<file path="config.mk">
export PLATFORM = sky130hd
export DESIGN_NAME = fc_seq_ctrl
export DESIGN_NICKNAME = d
export VERILOG_FILES = /design/src/rtl/fc_seq_ctrl.sv
export SDC_FILE = /design/constraint.sdc
export NUM_CORES = 2
export LEC_CHECK = 0
export ABC_CLOCK_PERIOD_IN_PS = 39600
export BUFFER_PORTS_ARGS = -buffer_cell sky130_fd_sc_hd__buf_2
export CAP_MARGIN = 25
export CORE_AREA = 2 2 423 425
export CTS_BUF_LIST = sky130_fd_sc_hd__clkbuf_4 sky130_fd_sc_hd__clkbuf_8 sky130_fd_sc_hd__clkbuf_16
export CTS_CLUSTER_SIZE = 14
export DETAILED_ROUTE_END_ITERATION = 7
export DIE_AREA = 0 0 425 427
export PLACE_DENSITY = 0.43
export SETUP_SLACK_MARGIN = 0.05
export SLEW_MARGIN = 20
export SYNTH_ARGS = -nofsm -noshare
export SYNTH_HDL_FRONTEND = slang
export SYNTH_SLANG_ARGS = --single-unit
</file>
<file path="constraint.sdc">
create_clock -name clk -period 39.6 [get_ports clk]
set_clock_uncertainty 0.15 [all_clocks]
set_input_delay 7.92 -clock clk [delete_from_list [all_inputs] [get_ports clk]]
set_output_delay 7.92 -clock clk [all_outputs]
set_load 0.05 [all_outputs]
</file>
<file path="src/rtl/fc_seq_ctrl.sv">
// Fully-connected layer sequencer: buffers one input vector, then walks the
// neuron result mux one index at a time and hands each settled result downstream.
module fc_seq_ctrl #(
  parameter int unsigned WIDTH  = 8,
  parameter int unsigned IN     = 128,
  parameter int unsigned N_OUT  = 10,
  parameter int unsigned Z_W    = 23,
  parameter int unsigned SETTLE = 2
) (
  input  logic                       clk,
  input  logic                       rst,
  input  logic                       in_valid,
  output logic                       in_ready,
  input  logic [WIDTH-1:0]           in_data,
  output logic [WIDTH*IN-1:0]        x_vec,
  output logic [$clog2(N_OUT)-1:0]   nsel,
  input  logic [Z_W-1:0]             z_in,
  output logic                       out_valid,
  input  logic                       out_ready,
  output logic [Z_W-1:0]             out_data,
  output logic [$clog2(N_OUT)-1:0]   out_idx,
  output logic                       out_last,
  output logic                       busy
);

  localparam int unsigned NSEL_W = $clog2(N_OUT);
  localparam int unsigned PTR_W  = $clog2(IN);
  localparam int unsigned CNT_W  = 4;

  localparam logic [CNT_W-1:0]  CNT_LOAD  = CNT_W'(SETTLE - 1);
  localparam logic [PTR_W-1:0]  PTR_LAST  = PTR_W'(IN - 1);
  localparam logic [NSEL_W-1:0] NSEL_LAST = NSEL_W'(N_OUT - 1);

  typedef enum logic [1:0] {
    S_LOAD = 2'd0,
    S_WAIT = 2'd1,
    S_EMIT = 2'd2
  } state_t;

  state_t              r_state;
  logic [PTR_W-1:0]    r_wr_ptr;
  logic [NSEL_W-1:0]   r_nsel;
  logic [CNT_W-1:0]    r_cnt;
  logic                r_in_ready;
  logic                r_busy;
  logic                r_out_valid;
  logic                r_out_last;
  logic [Z_W-1:0]      r_out_data;
  logic [NSEL_W-1:0]   r_out_idx;
  logic [WIDTH-1:0]    r_buf [IN];

  logic w_accept;
  logic w_handshake;

  // r_in_ready is only ever high in LOAD, so it also gates buffer writes.
  assign w_accept    = in_valid && r_in_ready;
  assign w_handshake = r_out_valid && out_ready;

  assign in_ready  = r_in_ready;
  assign nsel      = r_nsel;
  assign out_valid = r_out_valid;
  assign out_data  = r_out_data;
  assign out_idx   = r_out_idx;
  assign out_last  = r_out_last;
  assign busy      = r_busy;

  // Sequencer FSM with registered handshake/status outputs.
  always_ff @(posedge clk or posedge rst) begin
    if (rst) begin
      r_state     <= S_LOAD;
      r_wr_ptr    <= '0;
      r_nsel      <= '0;
      r_cnt       <= '0;
      r_in_ready  <= 1'b1;
      r_busy      <= 1'b0;
      r_out_valid <= 1'b0;
      r_out_last  <= 1'b0;
      r_out_data  <= '0;
      r_out_idx   <= '0;
    end else begin
      case (r_state)
        S_LOAD: begin
          if (w_accept) begin
            if (r_wr_ptr == PTR_LAST) begin
              r_wr_ptr   <= '0;
              r_nsel     <= '0;
              r_cnt      <= CNT_LOAD;
              r_in_ready <= 1'b0;
              r_busy     <= 1'b1;
              r_state    <= S_WAIT;
            end else begin
              r_wr_ptr <= r_wr_ptr + PTR_W'(1);
            end
          end
        end
        S_WAIT: begin
          // Counter reaching zero means z_in has had SETTLE cycles since nsel moved.
          if (r_cnt == '0) begin
            r_out_data  <= z_in;
            r_out_idx   <= r_nsel;
            r_out_last  <= (r_nsel == NSEL_LAST);
            r_out_valid <= 1'b1;
            r_state     <= S_EMIT;
          end else begin
            r_cnt <= r_cnt - CNT_W'(1);
          end
        end
        S_EMIT: begin
          if (w_handshake) begin
            r_out_valid <= 1'b0;
            r_out_last  <= 1'b0;
            if (r_nsel == NSEL_LAST) begin
              r_nsel     <= '0;
              r_in_ready <= 1'b1;
              r_busy     <= 1'b0;
              r_state    <= S_LOAD;
            end else begin
              r_nsel  <= r_nsel + NSEL_W'(1);
              r_cnt   <= CNT_LOAD;
              r_state <= S_WAIT;
            end
          end
        end
        default: begin
          r_state    <= S_LOAD;
          r_in_ready <= 1'b1;
          r_busy     <= 1'b0;
        end
      endcase
    end
  end

  // Input vector buffer; frozen whenever the sequencer is not in LOAD.
  always_ff @(posedge clk or posedge rst) begin
    if (rst) begin
      for (int i = 0; i < int'(IN); i++) begin
        r_buf[i] <= '0;
      end
    end else if (w_accept) begin
      r_buf[r_wr_ptr] <= in_data;
    end
  end

  for (genvar g = 0; g < int'(IN); g++) begin : g_xvec
    assign x_vec[g*WIDTH +: WIDTH] = r_buf[g];
  end

endmodule

</file>
==> qor.txt <==
status -> finished with violations
violated checks -> antenna violations
clk sink count -> 1072
Port Buf Inserts -> 1093
Worst Path Max Fanout -> 123
Syn-to-layout area delta -> 30.6%
Yosys reg bits -> 1072
Cells after Synth -> 2531
routed length per instance -> 26.5 µm
fmax -> 96.9 MHz
Cell Pwr Density -> 59.3 nW/µm²
Initial Util -> 23.3%
die height -> 427 µm
fraction of registers with async set/reset -> 100%
Seq pwr share -> 39.4%
P_int -> 2080 µW
Rows -> 155
Mapped Nets -> 2570
global-route wire length before repair -> 223000 µm
Total Routed Length -> 162000 µm
die width -> 425 µm
Detailed Route Iter0 Violations -> 1050
worst path arrival time -> 11.12 ns
Via density -> 4.27
drt drc -> 0
I/O Pins -> 1094
cts bufs inserted -> 130
Logic pwr share -> 22.9%
Root Driver -> clkbuf_16
switching share of power -> 34.9%
total negative slack -> 0 ns
fin crit share -> 26.1%
clock-pin slew on the worst setup and hold paths -> 0.06 ns
gpl congestion -> 0.756
DR vias -> 26200
max-cap viol count -> 0
Clock Tree Buf Depth -> 3
most frequent cells in the layout -> 1085 x buf_2, 1071 x dfrtp_1, 941 x mux2_2, 136 x clkbuf_16, 112 x mux2_1
fillers -> 18200
synthesized area per cell -> 16.3 µm²
power share of the clock group -> 37.7%
# setup viols final -> 0
final core occ -> 30.4%
cts repair resizes -> 0
clk_lat worst skew -> 0.77 ns
RSZ-0062 raised after global routing -> false
synth warn -> 0
Setup crit end kind -> asynchronous set/reset pin
drt pass-1 iters -> 7
Lkg Pwr -> 0.0293 µW
P_sw -> 1120 µW
Slew HR -> 27.8%
Tightest Pin Transition -> 1.08 ns
dpl cell area -> 49500 µm²
GR Overflow Total -> 0
CP required -> 40.40 ns
most common cell after layout, fill and taps aside -> buf_2
core area -> 177000 µm²
Post-DP HPWL -> 113000 µm
Startpoint Class -> primary input
Final Max Slew Viols -> 0
largest net degree at the start of global routing -> 168
initial antenna violation count -> 5
final net count -> 3698
Setup CP Type -> primary input to asynchronous set/reset pin
Post-CTS Setup Bufs -> 0
post-synthesis instance area -> 41200 µm²
most frequently used flop master after synthesis -> dfrtp_1
sequential share of the synthesized area -> 65.1%
VDD IR max -> 0.0390 mV
Unique masters post-synth -> 48
GRT Util Overall -> 17.4%
layout cell share with drive strength beyond 1 -> 65.1%
final hold vios -> 0
Final Power -> 3190 µW
vias in the first global route -> 26700
Final min period -> 10.32 ns
worst min-delay path class -> flip-flop to flip-flop
Post-CTS Hold Fix Bufs -> 0
CTS tree -> yes
die area -> 181000 µm²
worst hold slack -> 0.327 ns
fin area -> 53800 µm²
H-tree Lvls -> 4
EDFF count, synth -> 0
post-route ant nets -> 1
logic make-up (layout without fill, tap and decap cells):
| kind of cell | count (synthesis) | after routing | share of synthesized area (%) |
|---|---|---|---|
| flip-flops | 1072 | 1072 | 65.1 |
| adder cells (fa/ha/maj) | 4 | 4 | 0.121 |
| multiplexers | 1053 | 1053 | 28.8 |
| XOR/XNOR | 6 | 6 | 0.127 |
| AND/OR/NAND/NOR | 224 | 224 | 4.01 |
| AO/OA/AOI/OAI | 25 | 25 | 0.449 |
| other | 0 | 12 | 0 |
| buffers and inverters | 147 | 1369 | 1.47 |
power groups by stage:
stage	Sequential (µW)	Combinational, µW	Clock, µW
floorplan	1600	187	0
global route	1270	763	1290
detailed placement	1280	748	0
CTS	1260	748	1240
global placement	1280	745	0
finish	1260	731	1200
worst max-delay path, cell delays in order:
cell    delay, ns
buf_2        0.13
inv_8        0.61
buf_4        0.77
buf_4        0.62
buf_4        0.59
buf_12       0.31
area by class of cell:
cell class	count	area (µm²)	area share [%]
Tap cell	2355	2950	5.47
Inverter	9	41.3	0.0767
Sequential cell	1072	26800	49.8
Antenna cell	12	30.0	0.0558
Multi-Input combinational cell	1312	13800	25.7
Clock inverter	24	259	0.481
Clock buffer	202	4060	7.53
Timing Repair Buffer	1134	5850	10.9
sequential cells by signal (all words and copies together), names as in the netlist:
| name | flops |
|---|---|
| busy | 1 |
| x_vec | 1024 |
| in_ready | 1 |
| out_idx | 4 |
| out_valid | 1 |
| out_data | 23 |
| out_last | 1 |
| r_state | 2 |
| r_cnt | 4 |
| nsel | 4 |
| r_wr_ptr | 7 |
worst paths after layout:
check                                              from                 endpoint  slack (ns)  cells past startpoint
worst min-delay path             x_vec[573]$_DFFE_PP0P_   x_vec[573]$_DFFE_PP0P_        0.33                      1
worst min register to register   x_vec[573]$_DFFE_PP0P_   x_vec[573]$_DFFE_PP0P_        0.33                      1
worst max register to register  r_wr_ptr[6]$_DFFE_PP0P_   x_vec[561]$_DFFE_PP0P_       36.31                      5
worst max-delay path                                rst   x_vec[740]$_DFFE_PP0P_       29.28                      6
min in group asynchronous                           rst  out_data[3]$_DFFE_PP0P_        7.20                      2
max in group clk                   in_ready$_DFFE_PP1P_                 in_ready       29.82                      1
synth_stat cells (3+ instances only):
master	instances	share of area (%)
ha_1	4	0.12
or3_1	3	0.046
buf_4	6	0.11
a21oi_1	4	0.049
nand3_1	5	0.061
nor2_4	60	1.6
nor2_2	36	0.55
a22o_1	3	0.064
inv_1	9	0.082
nand2b_1	9	0.14
nor2_1	14	0.13
buf_2	13	0.16
nor2b_1	6	0.091
nand3_2	6	0.15
clkbuf_1	117	1.1
xnor2_1	6	0.13
o21ai_0	4	0.049
mux2_1	112	3.1
nor3_1	10	0.12
mux2_2	941	26
nor4_1	3	0.046
dfrtp_1	1071	65
nand2_1	27	0.25
nand2_2	30	0.46
per-stage QoR:
step                      worst slack [ns]  instances
after floorplan                       1.35       2531
after global placement               28.05       5879
final                                29.28       6120
after CTS                            29.09       6106
after global routing                 28.85       6109
after detailed placement             28.22       5880
metal layers:
metal  part of all wire (%)  global-route usage (%)
met1                     39                    20.5
met2                     51                    30.2
met3                    5.9                    4.85
met4                    3.6                    6.25
met5                      0                       0
(Power assumes the default switching activity.)
